## src/rtl/jt900h_ramfetch.sv

```systemverilog
// Byte-window prefetcher: keeps CB bytes from base onward, filled by 16-bit word fetches.
// A word is accepted on the edge where ram_rd and ram_ok are both high; wait states hold the request stable.
module jt900h_ramfetch #(
  parameter int CB = 4,
  parameter int AW = 24
) (
  input  logic            clk,
  input  logic            rst_n,
  input  logic            cen,
  input  logic [AW-1:0]   req_addr,
  input  logic            flush,
  output logic [AW-1:0]   ram_addr,
  output logic            ram_rd,
  input  logic            ram_ok,
  input  logic [15:0]     ram_dout,
  output logic [8*CB-1:0] dout,
  output logic [CB-1:0]   dout_ok,
  output logic            ram_rdy
);

  localparam int NW = $clog2(CB+1);

  logic [AW-1:0]   base, base_nx, d, fa;
  logic [NW-1:0]   n, n_nx;
  logic [8*CB-1:0] data_q, data_nx;
  logic            active;
  logic            acc;

  always_comb begin
    d        = req_addr - base;
    fa       = base + AW'(n);
    ram_rd   = active && (n < NW'(CB));
    ram_addr = {fa[AW-1:1], 1'b0};
    dout     = data_q;
    for (int i = 0; i < CB; i++) dout_ok[i] = NW'(i) < n;
    ram_rdy  = &dout_ok;
    acc      = ram_rd && ram_ok;
  end

  // Window changes take priority over acceptance, so a word landing on a moving window is dropped.
  always_comb begin
    base_nx = base;
    n_nx    = n;
    data_nx = data_q;
    if (flush || d >= AW'(CB)) begin
      base_nx = req_addr;
      n_nx    = '0;
    end else if (d != '0) begin
      base_nx = req_addr;
      data_nx = data_q >> {d, 3'b000};
      n_nx    = (AW'(n) > d) ? n - NW'(d) : '0;
    end else if (acc) begin
      for (int i = 0; i < CB; i++) begin
        if (NW'(i) == n)
          data_nx[8*i +: 8] = fa[0] ? ram_dout[15:8] : ram_dout[7:0];
        if (!fa[0] && NW'(i) == n + NW'(1))
          data_nx[8*i +: 8] = ram_dout[15:8];
      end
      n_nx = (!fa[0] && n < NW'(CB-1)) ? n + NW'(2) : n + NW'(1);
    end
  end

  always_ff @(posedge clk or negedge rst_n) begin
    if (!rst_n) begin
      base   <= '0;
      n      <= '0;
      data_q <= '0;
      active <= 1'b0;
    end else if (cen) begin
      base   <= base_nx;
      n      <= n_nx;
      data_q <= data_nx;
      active <= 1'b1;
    end
  end

endmodule

```

## config.mk

```make
export PLATFORM = sky130hd
export DESIGN_NAME = jt900h_ramfetch
export DESIGN_NICKNAME = d
export VERILOG_FILES = /design/src/rtl/jt900h_ramfetch.sv
export SDC_FILE = /design/constraint.sdc
export NUM_CORES = 1
export LEC_CHECK = 0
export CORE_MARGIN = 2
export CORE_UTILIZATION = 50
export CTS_CLUSTER_DIAMETER = 100
export DETAILED_ROUTE_END_ITERATION = 6
export PLACE_DENSITY = 0.76
export SYNTH_ARGS = -nofsm -noshare
export SYNTH_HDL_FRONTEND = slang
export SYNTH_SLANG_ARGS = --single-unit
export TNS_END_PERCENT = 30
```

## constraint.sdc

```tcl
create_clock -name clk -period 4 [get_ports clk]
set_input_delay 0.4 -clock clk [delete_from_list [all_inputs] [get_ports clk]]
set_output_delay 0.4 -clock clk [all_outputs]
set_load 0.1 [all_outputs]
```

* Word level (Yosys, flattened, before mapping)
Index checks and enable logic that the tools add are counted.
** Word-level totals
- Register bits after elaboration :: 60
- Bits in latches :: 0
- RAM bits :: 0
- Memory bits (read-only) :: 0
- Output and inout port bits :: 62
- Logic and storage cells :: 72
- Memories :: 0
** Operators by class
- $add $sub $neg :: 5
- Multipliers :: 0
- Div/mod/pow operators :: 0
- Magnitude comparators :: 8
- Eq/ne operators :: 6
- Shift-type cells :: 1
- Muxes and demuxes :: 18
- Bitwise logic cells :: 1
- Reduce and logical (&&, ||, !) cells :: 26
** Operators by type and width (count)
- 8-bit two-way mux :: 9
- 32-bit two-way mux :: 2
- 24-bit two-way mux :: 2
- 32-bit by 27-bit >> shifter with 32-bit output :: 1
- 24-bit by 3-bit adder with 24-bit output :: 1
- 24-bit by 3-bit >= comparator with 1-bit output, second input constant :: 1
- 3-bit by 24-bit > comparator with 1-bit output :: 1
- 24-bit nonzero test :: 1
- 24-bit subtractor :: 1
- 4-bit AND reduction :: 5
- 3-bit two-way mux :: 5
- 3-bit nonzero test :: 5
- 2-bit by 3-bit == test with 1-bit output, first input constant :: 4
- 1-bit logical AND :: 7
- 1-bit by 3-bit == test with 1-bit output, first input constant :: 2
- 3-bit logical NOT :: 2
- 1-bit by 3-bit < comparator with 1-bit output, first input constant :: 2
- 2-bit by 3-bit < comparator with 1-bit output, first input constant :: 2
- 2-bit AND reduction :: 2
- 2-bit nonzero test :: 2
- 3-bit by 1-bit adder with 3-bit output, second input constant :: 1
- 3-bit by 2-bit adder with 3-bit output, second input constant :: 1
- 3-bit by 2-bit < comparator with 1-bit output, second input constant :: 1
- 3-bit < comparator, second input constant :: 1
- 4 further kinds :: 4

* Logic depth before layout (Yosys ltp)
Gate-level depths: netlist of run 1.
- Word-level depth :: 7
- Depth in mapped cells :: 14

* Least setup slack after synthesis of run 1
No wires, ideal clock.
- Kind :: reg-to-output
- Start :: reg n[1]
- End :: out ram_addr[20]
- Arrival time :: 3.554 ns
- Setup slack :: 0.046 ns
- Cell stages (with the launch flop) :: 10
- Path buffers :: 0
- Cell sequence :: dfrtp_1 > inv_1 > fa_1 > nor2b_1 > o21ai_0 > nor2_1 > and4_1 > nor2b_1 > nand2_1 > xnor2_1
** On the way
- Cells in the longest elaborated chain, start to end :: 1
** RTL lines
- start: declaration :: RTL line 24 : logic [NW-1:0] n, n_nx;
- start signal: assignment :: RTL line 71 : n <= n_nx;
- 24-bit by 3-bit adder with 24-bit output :: RTL line 31 : fa = base + AW'(n);
- end: declaration :: RTL line 12 : output logic [AW-1:0] ram_addr,
Every way passes these cells.

* Worst setup path after layout of run 1
- Start :: reg n[1]
- End :: out ram_addr[18]
Same word-level chain as after synthesis.

==> flow_metrics.py, run 1 <==
metrics = {
    "worst_setup_path": {
        "critical_path_class": "reg2out",
        "arrival_ns": 3.41,
        "worstSetupEndpointType": "output port",
        "cp-start-kind": "register",
        "crit_path_max_fanout": 8,
        "crit_required_ns": 3.60,
    },
    "global_route": {
        "grt_pass1_wl_mm": 32.53,
        "grt_max_degree": 32,
        "grt_use_total": 0.3203,
        "first_global_vias": 6245,
        "grt_antenna_before_repair": 0,
        "overflow": 0,
    },
    "finish": {
        "drive_above_1_share": 0.1881,
        "area_growth_pct": 33.07,
        "fillers": 933,
        "fin_nets": 938,
        "fin_cells": 999,
        "postLayoutCoreUtil": 0.6900,
        "diodes": 0,
    },
    "routing": {
        "first_pass_iters": 7,
        "num_vias": 6288,
        "drc": 2,
        "drtAntennaViolNets": 0,
        "drt_iter0_markers": 473,
        "routed_wl_mm": 20.40,
        "vias_per_cell": 6.294,
        "wl_per_cell_um": 20.42,
    },
    "place": {
        "port-buffer-count": 105,
        "place_ws_ns": -0.3032,
        "globalplace.congestion": 0.9794,
        "dp.cells": 983,
        "hpwl_mm": 15.83,
    },
    "sta": {
        "hold_viol": 0,
        "finClkSkew_ns": 0.007742,
        "setup_tns_ns": 0,
        "worst_pin_slew_ns": 0.9857,
        "hold_slack_ns": 0.1271,
        "drv_slew": 0,
        "period_minus_slack_ns": 3.809,
        "slew_headroom": 0.3408,
        "layout_setup_ws_ns": 0.1910,
        "setup_viol": 0,
        "finalCritPeriodShare": 0.9523,
        "max_freq_mhz": 262.5,
    },
    "pwr": {
        "combPwrFrac": 0.450,
        "cellPowerDensity_mw_per_mm2": 359.2,
        "internal_power_w": 0.001733,
        "p_sw_frac": 0.3953,
        "switching_power_w": 0.001133,
        "cellLeakagePower_nw": 3.467,
        "clkPwrFrac": 0.318,
        "ir_drop_uv": 272.9,
        "seqPwrFrac": 0.232,
    },
    "clocking": {
        "cts_tree": "yes",
        "postCtsSetupBuffers": 0,
        "cts_made_buffers": 9,
        "clk_pin_slew_ns": 0.06,
        "htreeDepth": 3,
        "cts_sinks": 60,
        "clk_path_buf_depth": 2,
        "cts_hold_buf": 0,
        "cts_resized": 0,
        "clock_latency_ns": 0.35,
        "cts_root_buf": "clkbuf_16",
    },
    "floorplan": {
        "rows": 39,
        "dieHeight_um": 113.5,
        "die-area_mm2": 0.01289,
        "core_mm2": 0.01156,
        "start_util": 0.5186,
        "dieWidth_um": 113.5,
        "io_pins": 107,
    },
    "worst_hold_path": {
        "hp-class": "in2async",
    },
    "synth": {
        "synthArstFlopShare": 1.000,
        "yosys_warnings": 0,
        "postSynthAreaPerCell_um2": 8.579,
        "netlist_instances": 699,
        "syn_area_mm2": 0.005997,
        "syn_nets": 786,
        "ys.flop_type": "dfrtp_1",
        "ys_ff_latch": 60,
        "synth_edf_count": 0,
        "synth-seq-area-share": 0.2504,
        "synthDistinctLibCells": 78,
    },
    "outcome": {
        "violations": "design-rule violations",
        "status": "complete, but fails checks",
    },
    "run": {
        "drv_cap": 0,
    },
}
-- registers in the layout, indices dropped and copies added (netlist names) --
| signal | cells |
|---|---|
| dout | 32 |
| active | 1 |
| n | 3 |
| base | 24 |
-- stage by stage --
step | total power [W] | cell area (um2)
after floorplan | 0.001487 | 5997
after global placement | 0.001914 | 7586
after detailed placement | 0.001929 | 7586
after CTS | 0.002850 | 7928
after global routing | 0.002988 | 7980
final | 0.002866 | 7980
-- cells in the final DEF (no fill, tap or decap), types with 27 or more instances in the layout --
cell type / Yosys / layout
a21oi_1: 38 / 38
buf_4: 1 / 85
clkdlybuf4s50_1: 0 / 80
dfrtp_1: 60 / 60
ha_1: 39 / 39
inv_1: 47 / 47
nand2_1: 66 / 66
nor2_1: 50 / 50
o21ai_0: 33 / 33
xnor2_1: 27 / 27
-- routing by layer --
layer / vias up / part of all wire / global-route usage
li1: 2908 / - / -
met1: 3032 / 0.42 / 0.3986
met2: 283 / 0.49 / 0.5533
met3: 65 / 0.059 / 0.05632
met4: 0 / 0.032 / 0.1260
met5: - / 0 / 0
-- cell type report --
type / count / area (um2) / share of cell area
flip-flops and latches: 60 / 1501 / 0.1881
clock inverters: 6 / 112.6 / 0.01411
inverters: 47 / 176.4 / 0.02211
clock buffers: 10 / 229.0 / 0.02869
well taps: 143 / 178.9 / 0.02242
repair buffers: 172 / 1555 / 0.1949
multi-input cells: 561 / 4227 / 0.5296
-- synthesized netlist by cell type (6+ instances only) --
| cell type | instances | area [um2] |
|---|---|---|
| a2111oi_0 | 9 | 78.83 |
| a21o_1 | 13 | 97.59 |
| a21oi_1 | 38 | 190.2 |
| a221oi_1 | 8 | 70.07 |
| a22o_1 | 8 | 70.07 |
| a311oi_1 | 8 | 70.07 |
| clkbuf_1 | 20 | 75.07 |
| dfrtp_1 | 60 | 1501 |
| ha_1 | 39 | 488.0 |
| inv_1 | 47 | 176.4 |
| mux2_2 | 13 | 146.4 |
| mux2_4 | 17 | 255.2 |
| mux2i_1 | 25 | 250.2 |
| nand2_1 | 66 | 247.7 |
| nand3_1 | 19 | 95.09 |
| nand4_1 | 14 | 87.58 |
| nor2_1 | 50 | 187.7 |
| nor2b_1 | 10 | 62.56 |
| nor3_1 | 20 | 100.1 |
| nor4_1 | 11 | 68.82 |
| o21a_1 | 13 | 97.59 |
| o21ai_0 | 33 | 165.2 |
| o22ai_1 | 6 | 37.54 |
| o31a_1 | 7 | 61.31 |
| o41ai_1 | 8 | 70.07 |
| or4_1 | 7 | 52.55 |
| xnor2_1 | 27 | 236.5 |
-- worst paths after layout --
check | slack, ns | start | end | cells after the start
worst max-delay path | 0.19 | n[1] | ram_addr[18] | 10
worst min-delay path | 0.13 | rst_n | dout[5] | 1
worst max register to register | 0.23 | base[12] | base[15] | 13
worst min register to register | 0.47 | active | active | 1
max in group asynchronous | 2.95 | rst_n | base[15] | 2
min in group clk | 0.47 | active | active | 1
-- worst max-delay path: stages (launching register included) --
cell and delay (ns):
dfrtp_1 0.54, inv_1 0.26, fa_1 0.49, nor2b_1 0.12, o21ai_0 0.22, nor2_1 0.21
and4_1 0.37, nor2b_1 0.27, nand2_1 0.11, xnor2_1 0.26, buf_12 0.22
-- cell families after synthesis --
kind of cell,after synthesis,synth area share
muxes,58,0.1200
and+or+nand+nor,229,0.1932
buffers and inverters,78,0.05299
DFF,60,0.2504
other,1,0.0006253
adders and majority gates,42,0.09138
AOI/OAI and AO/OA,198,0.2420
xor gates and xnor gates,33,0.04945
-- power by group through the flow --
stage | clock network [W] | registers, W | logic, W
after global routing | 0.000946 | 0.000668 | 0.00137
after detailed placement | 0 | 0.000673 | 0.00126
after CTS | 0.000924 | 0.000664 | 0.00126
after global placement | 0 | 0.000671 | 0.00124
final | 0.000912 | 0.000664 | 0.00129
after floorplan | 0 | 0.000664 | 0.000823
Power figures use the tool's default switching activity.
==> run 2, diff against run 1 <==
Settings changed: ABC_AREA from default to 1, PLACE_DENSITY 0.76 to 0.75.
==> flow_metrics.py, run 2 <==
metrics = {
    "sta": {
        "setup_viol": 0,
        "worst_pin_slew_ns": 0.9805,
        "slew_headroom": 0.3443,
        "hold_viol": 0,
        "drv_slew": 0,
        "finClkSkew_ns": 0.008455,
        "finalCritPeriodShare": 0.9282,
        "rsz0062_at_grt": "no",
        "max_freq_mhz": 269.3,
        "period_minus_slack_ns": 3.713,
        "hold_slack_ns": 0.07116,
    },
    "pwr": {
        "ir_drop_uv": 249.1,
        "cellLeakagePower_nw": 4.388,
        "cellPowerDensity_mw_per_mm2": 302.5,
        "power.total_w": 0.002516,
    },
    "routing": {
        "first_pass_iters": 6,
        "num_vias": 7448,
        "drt_iter0_markers": 775,
        "routed_wl_mm": 20.36,
        "wl_per_cell_um": 14.61,
        "vias_per_cell": 5.347,
        "drc": 0,
        "drtAntennaViolNets": 0,
    },
    "global_route": {
        "grt_use_total": 0.2902,
        "first_global_vias": 6863,
        "grt_pass1_wl_mm": 33.28,
        "overflow": 0,
        "grt_max_degree": 36,
        "grt_antenna_before_repair": 0,
    },
    "worst_setup_path": {
        "crit_path_max_fanout": 8,
        "worstSetupEndpointType": "output port",
        "cp_cell_sequence": "ha_1 -> inv_1 -> fa_1 -> o22ai_1 -> nand3_1 -> nor3_2 -> nand3_2 -> inv_1 -> nand2_1 -> nor2_2 -> nand3_1 -> xor2_1 -> buf_12",
        "cp_slowest_cell": "dfrtp_2",
        "critical-path-max-stage-delay_ns": 0.44,
        "crit_required_ns": 3.60,
        "cp.buffers_inverters": 3,
        "cp-start-kind": "register",
        "cp_top_family": "simple AND/OR/NAND/NOR gates",
        "arrival_ns": 3.31,
        "critical_path_class": "reg2out",
    },
    "place": {
        "port-buffer-count": 105,
        "globalplace.congestion": 1.000,
        "place_area_mm2": 0.007975,
        "hpwl_mm": 15.92,
    },
    "synth": {
        "synth_edf_count": 0,
        "postSynthAreaPerCell_um2": 5.996,
        "yosysTopAreaCell": "dfrtp_1",
        "synthArstFlopShare": 1.000,
        "synth_top_family_by_area": "simple AND/OR/NAND/NOR gates",
        "yosys_warnings": 0,
        "synthMostInstantiatedCell": "nand2_1",
        "synth_top_area_frac": 0.2270,
        "syn_nets": 1190,
        "ys_ff_latch": 60,
        "synth_area_leaders": "dfrtp_1, nand2_1, inv_1, ha_1, nor2_1",
        "synthAdderAreaFrac": 0.08286,
        "synth.area.mux_share": 0.01211,
        "synth-seq-area-share": 0.2270,
        "syn_area_mm2": 0.006614,
        "synth_xor_area_frac": 0.03575,
        "ys.flop_type": "dfrtp_1",
        "synth-compound-area-share": 0.1076,
        "synth_common_cells": "nand2_1, inv_1, nor2_1",
        "synthDistinctLibCells": 42,
        "synth-simple-area-share": 0.4230,
        "netlist_instances": 1103,
    },
    "floorplan": {
        "core_mm2": 0.01309,
        "die-area_mm2": 0.01416,
        "io_pins": 107,
        "rows": 42,
        "start_util": 0.5055,
        "dieHeight_um": 119.0,
        "dieWidth_um": 119.0,
    },
    "clocking": {
        "clk_pin_slew_ns": 0.06,
        "clock_latency_ns": 0.35,
        "htreeDepth": 3,
        "cts_made_buffers": 9,
        "cts_root_buf": "clkbuf_16",
        "cts_sinks": 60,
        "cts_tree": "yes",
        "clk_path_buf_depth": 2,
    },
    "finish": {
        "postLayoutCoreUtil": 0.6358,
        "stdcell_area_mm2": 0.008319,
        "mostFrequentLayoutCell": "nand2_1",
        "largest_reg_flops": 32,
        "diodes": 0,
        "fillers": 1208,
        "final_cell_mix": "nand2_1, inv_1, nor2_1",
        "fin_nets": 1299,
        "drive_above_1_share": 0.08956,
        "area_growth_pct": 25.79,
    },
    "worst_hold_path": {
        "hp-class": "in2async",
    },
    "outcome": {
        "status": "completed",
    },
    "run": {
        "drv_cap": 0,
    },
}
run 2: cell types whose count changed in the layout (fill, tap and decap cells not counted), sizes merged, moves of 17 or more:
cell and delta:
inv +111, mux2i -17, buf -46, mux2 -30, nand2 +312, xor2 +20
nor2 +78, nand3 +71, xnor2 -26
run 2: report_power, final:
part / total [W] / internal (W) / switching, W
clock network: 0.000807 / 0.000516 / 0.000290
registers: 0.000646 / 0.000629 / 0.0000168
logic: 0.00106 / 0.000335 / 0.000729
run 2: layout make-up:
class | count | area [um2] | share of cell area
inverters | 161 | 608.1 | 0.07309
repair buffers | 125 | 1271 | 0.1528
multi-input cells | 855 | 4410 | 0.5302
clock buffers | 13 | 260.3 | 0.03128
flip-flops and latches | 60 | 1504 | 0.1808
well taps | 176 | 220.2 | 0.02647
clock inverters | 3 | 45.04 | 0.005414
run 2: cells by family (layout without fill, tap and decap cells):
family,Yosys count,in the layout
AND/OR/NAND/NOR,652,652
buffers and inverters,188,302
AO/OA/AOI/OAI,125,125
flip-flops,60,60
adder cells (fa/ha/maj),42,42
XOR/XNOR,27,27
multiplexers,8,8
other,1,1
run 2: metrics by stage:
stage          setup TNS [ns]  cells  setup slack (ns)
6_report                    0   1393            0.2873
5_1_grt                     0   1393           0.01739
4_1_cts                     0   1391          0.005754
3_5_place_dp                0   1375            0.2520
3_3_place_gp                0   1375            0.2578
2_1_floorplan        -0.05958   1103          -0.04424
run 2: routing by layer:
metal,track usage,wire length (um),up-vias,share of wire
li1,-,-,3732,-
met1,0.4061,9356,3353,0.46
met2,0.4544,8891,329,0.44
met3,0.04933,1721,34,0.085
met4,0.09598,387,0,0.019
met5,0,0,-,0
run 2: worst paths after layout:
kind	start	to	slack [ns]	depth (start not counted)
max	n[0]	ram_addr[18]	0.29	13
max in group asynchronous	rst_n	n[0]	2.99	2
min	rst_n	dout[9]	0.07	1
min in group clk	active	active	0.46	1
max reg2reg	base[0]	dout[19]	0.69	19
min reg2reg	active	active	0.46	1
run 2: what timing repair did:
item | CTS | global route
gates resized for setup | 1 | 6
hold buffers | 0 | 0
setup endpoints to repair | 3 | 5
setup buffers | 0 | 2
gates cloned | 0 | 0
